==> src/rtl/wb_scoreboard_pkg.sv <==
// Shared widths and write-back payload type for the write-back scoreboard.
package wb_scoreboard_pkg;

    localparam int unsigned WB_ADDRESS_WIDTH = 5;
    localparam int unsigned WB_DATA_WIDTH    = 32;

    typedef struct packed {
        logic [WB_ADDRESS_WIDTH-1:0] rd;
        logic [WB_DATA_WIDTH-1:0]    data;
    } wb_entry_t;

endpackage

==> src/rtl/wb_scoreboard_if.sv <==
// Issue / result / register-file write-back bundle of the scoreboard.
interface wb_scoreboard_if #(
    parameter int unsigned ADDRESS_WIDTH = wb_scoreboard_pkg::WB_ADDRESS_WIDTH,
    parameter int unsigned DATA_WIDTH    = wb_scoreboard_pkg::WB_DATA_WIDTH
);
    logic                     issue_valid;
    logic [ADDRESS_WIDTH-1:0] issue_rd;
    logic [ADDRESS_WIDTH-1:0] rs1;
    logic [ADDRESS_WIDTH-1:0] rs2;
    logic                     stall;

    logic                     alu_valid;
    logic [ADDRESS_WIDTH-1:0] alu_rd;
    logic [DATA_WIDTH-1:0]    alu_data;

    logic                     lsu_valid;
    logic [ADDRESS_WIDTH-1:0] lsu_rd;
    logic [DATA_WIDTH-1:0]    lsu_data;
    logic                     lsu_ready;

    logic                     WE3;
    logic [ADDRESS_WIDTH-1:0] AD3;
    logic [DATA_WIDTH-1:0]    WD3;

    logic                     fwd1_en;
    logic                     fwd2_en;
    logic [DATA_WIDTH-1:0]    fwd_data;

    modport master (
        output issue_valid, issue_rd, rs1, rs2,
        output alu_valid, alu_rd, alu_data,
        output lsu_valid, lsu_rd, lsu_data,
        input  stall, lsu_ready, WE3, AD3, WD3, fwd1_en, fwd2_en, fwd_data
    );

    modport slave (
        input  issue_valid, issue_rd, rs1, rs2,
        input  alu_valid, alu_rd, alu_data,
        input  lsu_valid, lsu_rd, lsu_data,
        output stall, lsu_ready, WE3, AD3, WD3, fwd1_en, fwd2_en, fwd_data
    );

endinterface

==> src/rtl/wb_skid_buf.sv <==
// One-entry valid/ready holding register for long-latency results awaiting the write port.
module wb_skid_buf
    import wb_scoreboard_pkg::*;
#(
    parameter type entry_t = wb_entry_t
) (
    input  logic   clk,
    input  logic   rst,
    input  logic   in_valid,
    input  entry_t in_entry,
    output logic   in_ready_c,
    output logic   out_valid,
    output entry_t out_entry,
    input  logic   out_pop
);

    // Accept only into an empty slot, so a load and a pop never coincide.
    assign in_ready_c = !out_valid && !rst;

    always_ff @(posedge clk) begin
        if (rst) begin
            out_valid <= 1'b0;
            out_entry <= '0;
        end else if (in_valid && in_ready_c) begin
            out_valid <= 1'b1;
            out_entry <= in_entry;
        end else if (out_pop) begin
            out_valid <= 1'b0;
        end
    end

endmodule

==> src/rtl/wb_scoreboard.sv <==
// Register busy-tracking scoreboard with ALU/LSU write-back arbitration.
// Optional write-port bypass to rs1/rs2 enabled by defining WB_BYPASS_EN.
module wb_scoreboard
    import wb_scoreboard_pkg::*;
#(
    parameter int unsigned ADDRESS_WIDTH = WB_ADDRESS_WIDTH,
    parameter int unsigned DATA_WIDTH    = WB_DATA_WIDTH
) (
    input logic           clk,
    input logic           rst,
    wb_scoreboard_if.slave sb
);

    localparam int unsigned NREGS = 1 << ADDRESS_WIDTH;

    typedef struct packed {
        logic [ADDRESS_WIDTH-1:0] rd;
        logic [DATA_WIDTH-1:0]    data;
    } entry_t;

    logic [NREGS-1:0] busy_q;
    logic [NREGS-1:0] busy_d;
    logic             stall_c;
    logic             issue_ok_c;
    logic             fwd1_c;
    logic             fwd2_c;

    entry_t           lsu_entry;
    entry_t           buf_entry;
    logic             buf_valid;
    logic             buf_pop_c;
    logic             lsu_ready_c;

    entry_t           sel_entry;
    logic             sel_valid;
    logic             sel_write;

    assign lsu_entry = '{rd: sb.lsu_rd, data: sb.lsu_data};

    // ALU owns the write port whenever it is valid; the buffer drains otherwise.
    assign buf_pop_c = !sb.alu_valid;

    wb_skid_buf #(
        .entry_t (entry_t)
    ) u_skid_buf (
        .clk        (clk),
        .rst        (rst),
        .in_valid   (sb.lsu_valid),
        .in_entry   (lsu_entry),
        .in_ready_c (lsu_ready_c),
        .out_valid  (buf_valid),
        .out_entry  (buf_entry),
        .out_pop    (buf_pop_c)
    );

    assign sb.lsu_ready = lsu_ready_c;

`ifdef WB_BYPASS_EN
    assign fwd1_c      = sb.WE3 && (sb.AD3 != '0) && (sb.AD3 == sb.rs1);
    assign fwd2_c      = sb.WE3 && (sb.AD3 != '0) && (sb.AD3 == sb.rs2);
    assign sb.fwd_data = sb.WD3;
`else
    assign fwd1_c      = 1'b0;
    assign fwd2_c      = 1'b0;
    assign sb.fwd_data = '0;
`endif

    assign sb.fwd1_en = fwd1_c;
    assign sb.fwd2_en = fwd2_c;

    // Hazard detection; busy_q[0] is held at 0 so x0 never blocks.
    always_comb begin
        stall_c = 1'b0;
        if (sb.issue_valid) begin
            stall_c = (busy_q[sb.rs1] && !fwd1_c)
                   || (busy_q[sb.rs2] && !fwd2_c)
                   ||  busy_q[sb.issue_rd];
        end
    end

    assign sb.stall   = stall_c;
    assign issue_ok_c = sb.issue_valid && !stall_c && (sb.issue_rd != '0);

    // Retire clears first so a same-edge issue to that index wins.
    always_comb begin
        busy_d = busy_q;
        if (sb.WE3) begin
            busy_d[sb.AD3] = 1'b0;
        end
        if (issue_ok_c) begin
            busy_d[sb.issue_rd] = 1'b1;
        end
        busy_d[0] = 1'b0;
    end

    always_comb begin
        sel_valid = 1'b0;
        sel_entry = '0;
        if (sb.alu_valid) begin
            sel_valid = 1'b1;
            sel_entry = '{rd: sb.alu_rd, data: sb.alu_data};
        end else if (buf_valid) begin
            sel_valid = 1'b1;
            sel_entry = buf_entry;
        end
    end

    assign sel_write = sel_valid && (sel_entry.rd != '0);

    // Write port: x0 results are dropped and AD3/WD3 keep their last written values.
    always_ff @(posedge clk) begin
        if (rst) begin
            busy_q <= '0;
            sb.WE3 <= 1'b0;
            sb.AD3 <= '0;
            sb.WD3 <= '0;
        end else begin
            busy_q <= busy_d;
            sb.WE3 <= sel_write;
            if (sel_write) begin
                sb.AD3 <= sel_entry.rd;
                sb.WD3 <= sel_entry.data;
            end
        end
    end

endmodule

==> src/flat_wrapper.sv <==
// flat-port wrapper written by rule: the top's interface ports become plain ports
module wb_scoreboard_flat import wb_scoreboard_pkg::*;
#(
    parameter int unsigned ADDRESS_WIDTH = WB_ADDRESS_WIDTH,
    parameter int unsigned DATA_WIDTH    = WB_DATA_WIDTH
)
  (clk, rst, sb_issue_valid, sb_issue_rd, sb_rs1, sb_rs2, sb_alu_valid, sb_alu_rd, sb_alu_data, sb_lsu_valid, sb_lsu_rd, sb_lsu_data, sb_stall, sb_lsu_ready, sb_WE3, sb_AD3, sb_WD3, sb_fwd1_en, sb_fwd2_en, sb_fwd_data);
  wb_scoreboard_if #(.ADDRESS_WIDTH(ADDRESS_WIDTH), .DATA_WIDTH(DATA_WIDTH)) sb_i ();
  input logic clk;
  input logic rst;
  input wire logic [$bits(sb_i.issue_valid)-1:0] sb_issue_valid;
  input wire logic [$bits(sb_i.issue_rd)-1:0] sb_issue_rd;
  input wire logic [$bits(sb_i.rs1)-1:0] sb_rs1;
  input wire logic [$bits(sb_i.rs2)-1:0] sb_rs2;
  input wire logic [$bits(sb_i.alu_valid)-1:0] sb_alu_valid;
  input wire logic [$bits(sb_i.alu_rd)-1:0] sb_alu_rd;
  input wire logic [$bits(sb_i.alu_data)-1:0] sb_alu_data;
  input wire logic [$bits(sb_i.lsu_valid)-1:0] sb_lsu_valid;
  input wire logic [$bits(sb_i.lsu_rd)-1:0] sb_lsu_rd;
  input wire logic [$bits(sb_i.lsu_data)-1:0] sb_lsu_data;
  output wire logic [$bits(sb_i.stall)-1:0] sb_stall;
  output wire logic [$bits(sb_i.lsu_ready)-1:0] sb_lsu_ready;
  output wire logic [$bits(sb_i.WE3)-1:0] sb_WE3;
  output wire logic [$bits(sb_i.AD3)-1:0] sb_AD3;
  output wire logic [$bits(sb_i.WD3)-1:0] sb_WD3;
  output wire logic [$bits(sb_i.fwd1_en)-1:0] sb_fwd1_en;
  output wire logic [$bits(sb_i.fwd2_en)-1:0] sb_fwd2_en;
  output wire logic [$bits(sb_i.fwd_data)-1:0] sb_fwd_data;
  assign sb_i.issue_valid = sb_issue_valid;
  assign sb_i.issue_rd = sb_issue_rd;
  assign sb_i.rs1 = sb_rs1;
  assign sb_i.rs2 = sb_rs2;
  assign sb_i.alu_valid = sb_alu_valid;
  assign sb_i.alu_rd = sb_alu_rd;
  assign sb_i.alu_data = sb_alu_data;
  assign sb_i.lsu_valid = sb_lsu_valid;
  assign sb_i.lsu_rd = sb_lsu_rd;
  assign sb_i.lsu_data = sb_lsu_data;
  assign sb_stall = sb_i.stall;
  assign sb_lsu_ready = sb_i.lsu_ready;
  assign sb_WE3 = sb_i.WE3;
  assign sb_AD3 = sb_i.AD3;
  assign sb_WD3 = sb_i.WD3;
  assign sb_fwd1_en = sb_i.fwd1_en;
  assign sb_fwd2_en = sb_i.fwd2_en;
  assign sb_fwd_data = sb_i.fwd_data;
  wb_scoreboard #(.ADDRESS_WIDTH(ADDRESS_WIDTH), .DATA_WIDTH(DATA_WIDTH)) u_core (.clk(clk), .rst(rst), .sb(sb_i));
endmodule
==> config.mk <==
export PLATFORM = sky130hd
export DESIGN_NAME = wb_scoreboard_flat
export DESIGN_NICKNAME = d
export VERILOG_FILES = /design/src/rtl/wb_scoreboard_pkg.sv /design/src/rtl/wb_scoreboard_if.sv /design/src/rtl/wb_skid_buf.sv /design/src/rtl/wb_scoreboard.sv /design/src/flat_wrapper.sv
export SDC_FILE = /design/constraint.sdc
export NUM_CORES = 1
export LEC_CHECK = 0
export CORE_MARGIN = 5
export CORE_UTILIZATION = 50
export DETAILED_ROUTE_END_ITERATION = 10
export PLACE_DENSITY = 0.83
export SETUP_SLACK_MARGIN = 0.05
export SKIP_LAST_GASP = 1
export SYNTH_ARGS = -nofsm -noshare
export SYNTH_HDL_FRONTEND = slang
export SYNTH_HIERARCHICAL = 1
export SYNTH_SLANG_ARGS = --single-unit
==> constraint.sdc <==
create_clock -name clk -period 7.1 [get_ports clk]
set_input_delay 1.42 -clock clk [delete_from_list [all_inputs] [get_ports clk]]
set_output_delay 1.42 -clock clk [all_outputs]
set_load 0.02 [all_outputs]
# Yosys cells after proc, flatten, opt, wreduce, memory -nomap -nowiden
# Index checks and enable logic that the tools add are counted.
[op_classes]
order_cmp = 6
n_eq_ne = 1
mux = 19
bitwise = 3
n_reduce_logical = 14
[op_table]
columns = ["op", "n"]
rows = [
  ["$mux W37", 2],
  ["$mux W32", 2],
  ["$and A32 B32 Y32", 1],
  ["$not A32 Y32", 1],
  ["$or A32 B32 Y32", 1],
  ["$lt A5 B6 Y1 const B", 4],
  ["$bmux W1 S5", 3],
  ["$demux W1 S5", 2],
  ["$ge A5 B1 Y1 const B", 2],
  ["$mux W1", 10],
  ["$reduce_bool A5 Y1", 2],
  ["$logic_and A1 B1 Y1", 7],
  ["$logic_not A1 Y1", 3],
  ["$logic_or A1 B1 Y1", 2],
  ["$ne A2 B1 Y1 const B", 1],
]
[word_totals]
ff_bits = 108
wordCells = 51

# Logic depth before layout (Yosys ltp)
[depth]
ltp_word = 9
mapped_depth = 8

# Modules after synthesis
# Netlist, hierarchy kept.
[modules_own_cells]
columns = ["module", "instances", "cells_each", "area_each_um2", "seq_area_each_um2"]
rows = [
  ["wb_scoreboard", 1, 566, 4884.7, 1381.3],
  ["wb_skid_buf", 1, 173, 1779.2, 760.7],
]

# Worst setup path before layout
# No wires, ideal clock.
[synth_path]
kind = "input-to-output"
startpoint = "input port sb_rs1[2]"
endpoint = "output port sb_stall"
arrival_time_ns = 3.005
required_time_ns = 5.680
setup_slack_ns = 2.675
path_stages = 6
path_buffers = 1
cell_sequence = "clkbuf_1 > mux4_2 > nand2b_1 > o2111ai_1 > o2111ai_4 > o41a_1"
[synth_via]
elab_chain_cells = 5
[synth_rtl]
columns = ["item", "line_no", "rtl"]
rows = [
  ["from (decl)", "flat_wrapper.sv:13", "input wire logic [$bits(sb_i.rs1)-1:0] sb_rs1;"],
  ["$bmux W1 S5", "wb_scoreboard.sv:75", "stall_c = (busy_q[sb.rs1] && !fwd1_c)"],
  ["$mux W1 (implied by the code)", "wb_scoreboard.sv:75", ""],
  ["$logic_or A1 B1 Y1", "wb_scoreboard.sv:76", "|| (busy_q[sb.rs2] && !fwd2_c)"],
  ["$logic_or A1 B1 Y1", "wb_scoreboard.sv:77", "|| busy_q[sb.issue_rd];"],
  ["$mux W1", "wb_scoreboard.sv:74", "if (sb.issue_valid) begin"],
  ["to (decl)", "flat_wrapper.sv:21", "output wire logic [$bits(sb_i.stall)-1:0] sb_stall;"],
]
# No other way between the ends. The select of a mux whose other input is x is not followed.

# Final worst setup path
[layout_path]
startpoint = "input port sb_issue_rd[0]"
endpoint = "output port sb_stall"
[layout_via]
elab_chain_cells = 4
[layout_rtl]
columns = ["item", "line_no", "rtl"]
rows = [
  ["from (decl)", "flat_wrapper.sv:12", "input wire logic [$bits(sb_i.issue_rd)-1:0] sb_issue_rd;"],
  ["$bmux W1 S5", "wb_scoreboard.sv:77", ""],
  ["$mux W1 (implied by the code)", "wb_scoreboard.sv:77", ""],
  ["$logic_or A1 B1 Y1", "wb_scoreboard.sv:77", ""],
  ["$mux W1", "wb_scoreboard.sv:74", ""],
]
# No other way between the ends. The select of a mux whose other input is x is not followed.

==> flow_summary_export.csv <==
group,metric,value,unit
run_status,outcome,"finished, final reports clean",
synthesis,synthTopCellsByCount,"107 x dfxtp_1, 54 x nand2_1, 54 x nor2b_1",
synthesis,seq_area_frac_synth,32.1,%
clock_network,htree_levels,3,
clock_network,path_clk_slew,0.07,ns
floorplanning,design.core.area,13100,um2
clock_network,cts_root_buf,"clkbuf_16",
global_routing,grt_pass1_wl,29.0,mm
floorplanning,rows,42,
global_routing,grt_pass1_vias,5555,
floorplanning,die_x,125,um
placed_design,port_buffers,133,
critical_path,arrival,4.73,ns
critical_path,regToRegSetupSlack,4.54,ns
global_routing,grt_start_max_net_pins,78,
floorplanning,die_h,125,um
critical_path,critPathKind,"input pin to output pin",
timing,tightestPinTransition,1.13,ns
synthesis,synthMostInstantiatedCell,"dfxtp_1",
timing,slew_headroom,24.3,%
pwr,netSwitchingFraction,27.7,%
pwr,seq_power_share,44.3,%
synthesis,synth_cell_type_count,53,
finish,insertedDiodeCount,0,
critical_path,worstPathRequired,5.68,ns
synthesis,yosysWarnings,6,
floorplanning,initial_core_util,50.7,%
placed_design,dp_hpwl,12.8,mm
finish,num-nets-final,910,
clock_network,numCtsBuffers,9,
critical_path,worstSetupStartpointType,"input pin",
drt,drt-initial-drc-count,572,
synthesis,yosys.area.top_type,"dfxtp_1",
hold_path,hp-class,"flip-flop to flip-flop",
finish,syn_to_final_growth,20.7,%
timing,hold_viol_final,0,
drt,drc,0,
timing,rsz0062_at_grt,"false",
global_routing,grt_use_total,22.4,%
synthesis,synth_top_area_share,32.1,%
pwr,pwr-share-clk,35.2,%
timing,whs,0.468,ns
pwr,pwr-share-comb,20.5,%
clock_network,cts_tree,"built",
drt,wl,18.7,mm
timing,fin_crit,6.15,ns
placed_design,place_inst,981,
global_routing,antenna_found_initial,0,
synthesis,ys_seq_elements,107,
global_routing,overflow,0,
pwr,vdd_drop_max,0.000130,V
timing,setup-tns-final,0,ns
drt,ant_nets,0,
critical_path,cp-end-kind,"output pin",
clock_network,hold_buffers,0,
timing,fmax,163,MHz
placed_design,gp_congestion,0.916,
pwr,p_per_area,185,nW/um2
synthesis,syn_inst,739,
synthesis,synth_ff_type,"dfxtp_1",
clock_network,cts_buffer_depth,2,
synthesis,syn_area_per_cell,9.02,um2
drt,wl_per_cell,18.8,um
clock_network,cts.sinks,107,
clock_network,clk_latency,0.35,ns
finish,fin_cells,997,
flow_run,cap_violations,0,
synthesis,synth_area_leaders,"dfxtp_1 32%, nand4bb_1 6.3%, mux4_2 5.7%, o31ai_2 5.4%, nor2b_1 5.1%",
pwr,p_int,1.07,mW
drt,vias_per_cell,5.93,
synthesis,synthArstFlopShare,0,%
finish,drive_gt1_share,9.99,%
clock_network,cts_setup_buffers,0,
timing,slew_violations,0,
floorplanning,ios,168,
synthesis,synth_edf_count,0,
timing,fin_skew,0.0112,ns
floorplanning,die_area,15700,um2
pwr,leakage,2.89,nW
timing,finalCritPeriodShare,86.6,%
drt,vias,5914,
timing,finalSetupViolCount,0,
drt,first_pass_iters,5,
clock_network,cts_resized,0,
critical_path,cp_max_fo,32,
synthesis,synth_area,6660,um2
pwr,p_total,1.48,mW
pwr,switchingPower,411,uW
metal layers:
| metal | GRT usage (%) | part of all wire, % | up-vias |
|---|---|---|---|
| met2 | 35.0 | 46 | 298 |
| met1 | 28.8 | 40 | 2785 |
| met5 | 0 | 0 | - |
| met3 | 7.42 | 10 | 47 |
| li1 | - | - | 2784 |
| met4 | 8.42 | 3.0 | 0 |
worst paths after layout:
kind,end,startpoint,cells past startpoint
worst max-delay path,sb_stall,sb_issue_rd[0],8
worst min-delay path,u_core/u_skid_buf/out_entry[12],u_core/u_skid_buf/out_entry[12],2
worst max register to register,u_core/sb.WD3[19],u_core/u_skid_buf/out_valid,8
worst min register to register,u_core/u_skid_buf/out_entry[12],u_core/u_skid_buf/out_entry[12],2
state kept, by name, summed over array words and instances (netlist names):
register / flops
u_core/sb.WD3: 32
u_core/sb.WE3: 1
u_core/u_skid_buf/out_valid: 1
u_core/sb.AD3: 5
u_core/u_skid_buf/out_entry: 37
u_core/busy_q: 31
worst max-delay path, cell delays in order:
cell             delay (ns)
clkdlybuf4s50_1        0.83
mux2_1                 0.38
a2111oi_1              0.40
o31a_1                 0.25
o2111ai_4              0.12
buf_4                  0.32
o41a_1                 0.43
clkdlybuf4s50_1        0.57
final cells by class:
| class | instances | area, um2 |
|---|---|---|
| clock buffer | 11 | 253 |
| clock inverter | 5 | 60.1 |
| fill | 1137 | 5100 |
| inverter | 3 | 11.3 |
| multi-input combinational | 551 | 3940 |
| sequential | 107 | 2140 |
| tap | 176 | 220 |
| timing repair buffer | 144 | 1410 |
power groups by stage:
stage                     clock (mW)  sequential, mW  combinational, mW
after floorplan                    0           0.685              0.187
after global placement             0           0.669              0.299
after detailed placement           0           0.670              0.302
after CTS                      0.532           0.657              0.304
after global routing           0.554           0.661              0.326
final                          0.522           0.657              0.304
cell usage in the layout (no fill, tap or decap), drive strengths merged, types with 19 or more instances in the layout:
| cell type | Yosys | routed |
|---|---|---|
| a221oi | 32 | 32 |
| clkdlybuf4s50 | 0 | 132 |
| conb | 1 | 34 |
| dfxtp | 107 | 107 |
| mux4 | 19 | 19 |
| nand2 | 54 | 54 |
| nand2b | 39 | 39 |
| nand3 | 32 | 32 |
| nand3b | 22 | 22 |
| nand4bb | 37 | 37 |
| nor2 | 41 | 41 |
| nor2b | 55 | 55 |
| nor3 | 32 | 32 |
| o21ai | 55 | 55 |
| o31ai | 30 | 30 |
kinds of logic after synthesis:
family | Yosys count | share of synthesized area [%]
and+or+nand+nor | 346 | 32.1
AOI/OAI and AO/OA | 144 | 17.4
buffers and inverters | 114 | 10.6
DFF | 107 | 32.1
muxes | 27 | 7.77
other | 1 | 0.0563
metrics by stage:
step / worst slack, ns / cell area (um2) / utilization, %
2_1_floorplan: 2.68 / 6790 / -
3_5_place_dp: 0.977 / 7730 / 58.8
3_3_place_gp: 1.03 / 7730 / 58.8
4_1_cts: 0.962 / 8040 / 61.2
5_1_grt: 0.790 / 8040 / 61.2
6_report: 0.952 / 8040 / 61.2
(Power assumes the default switching activity.)
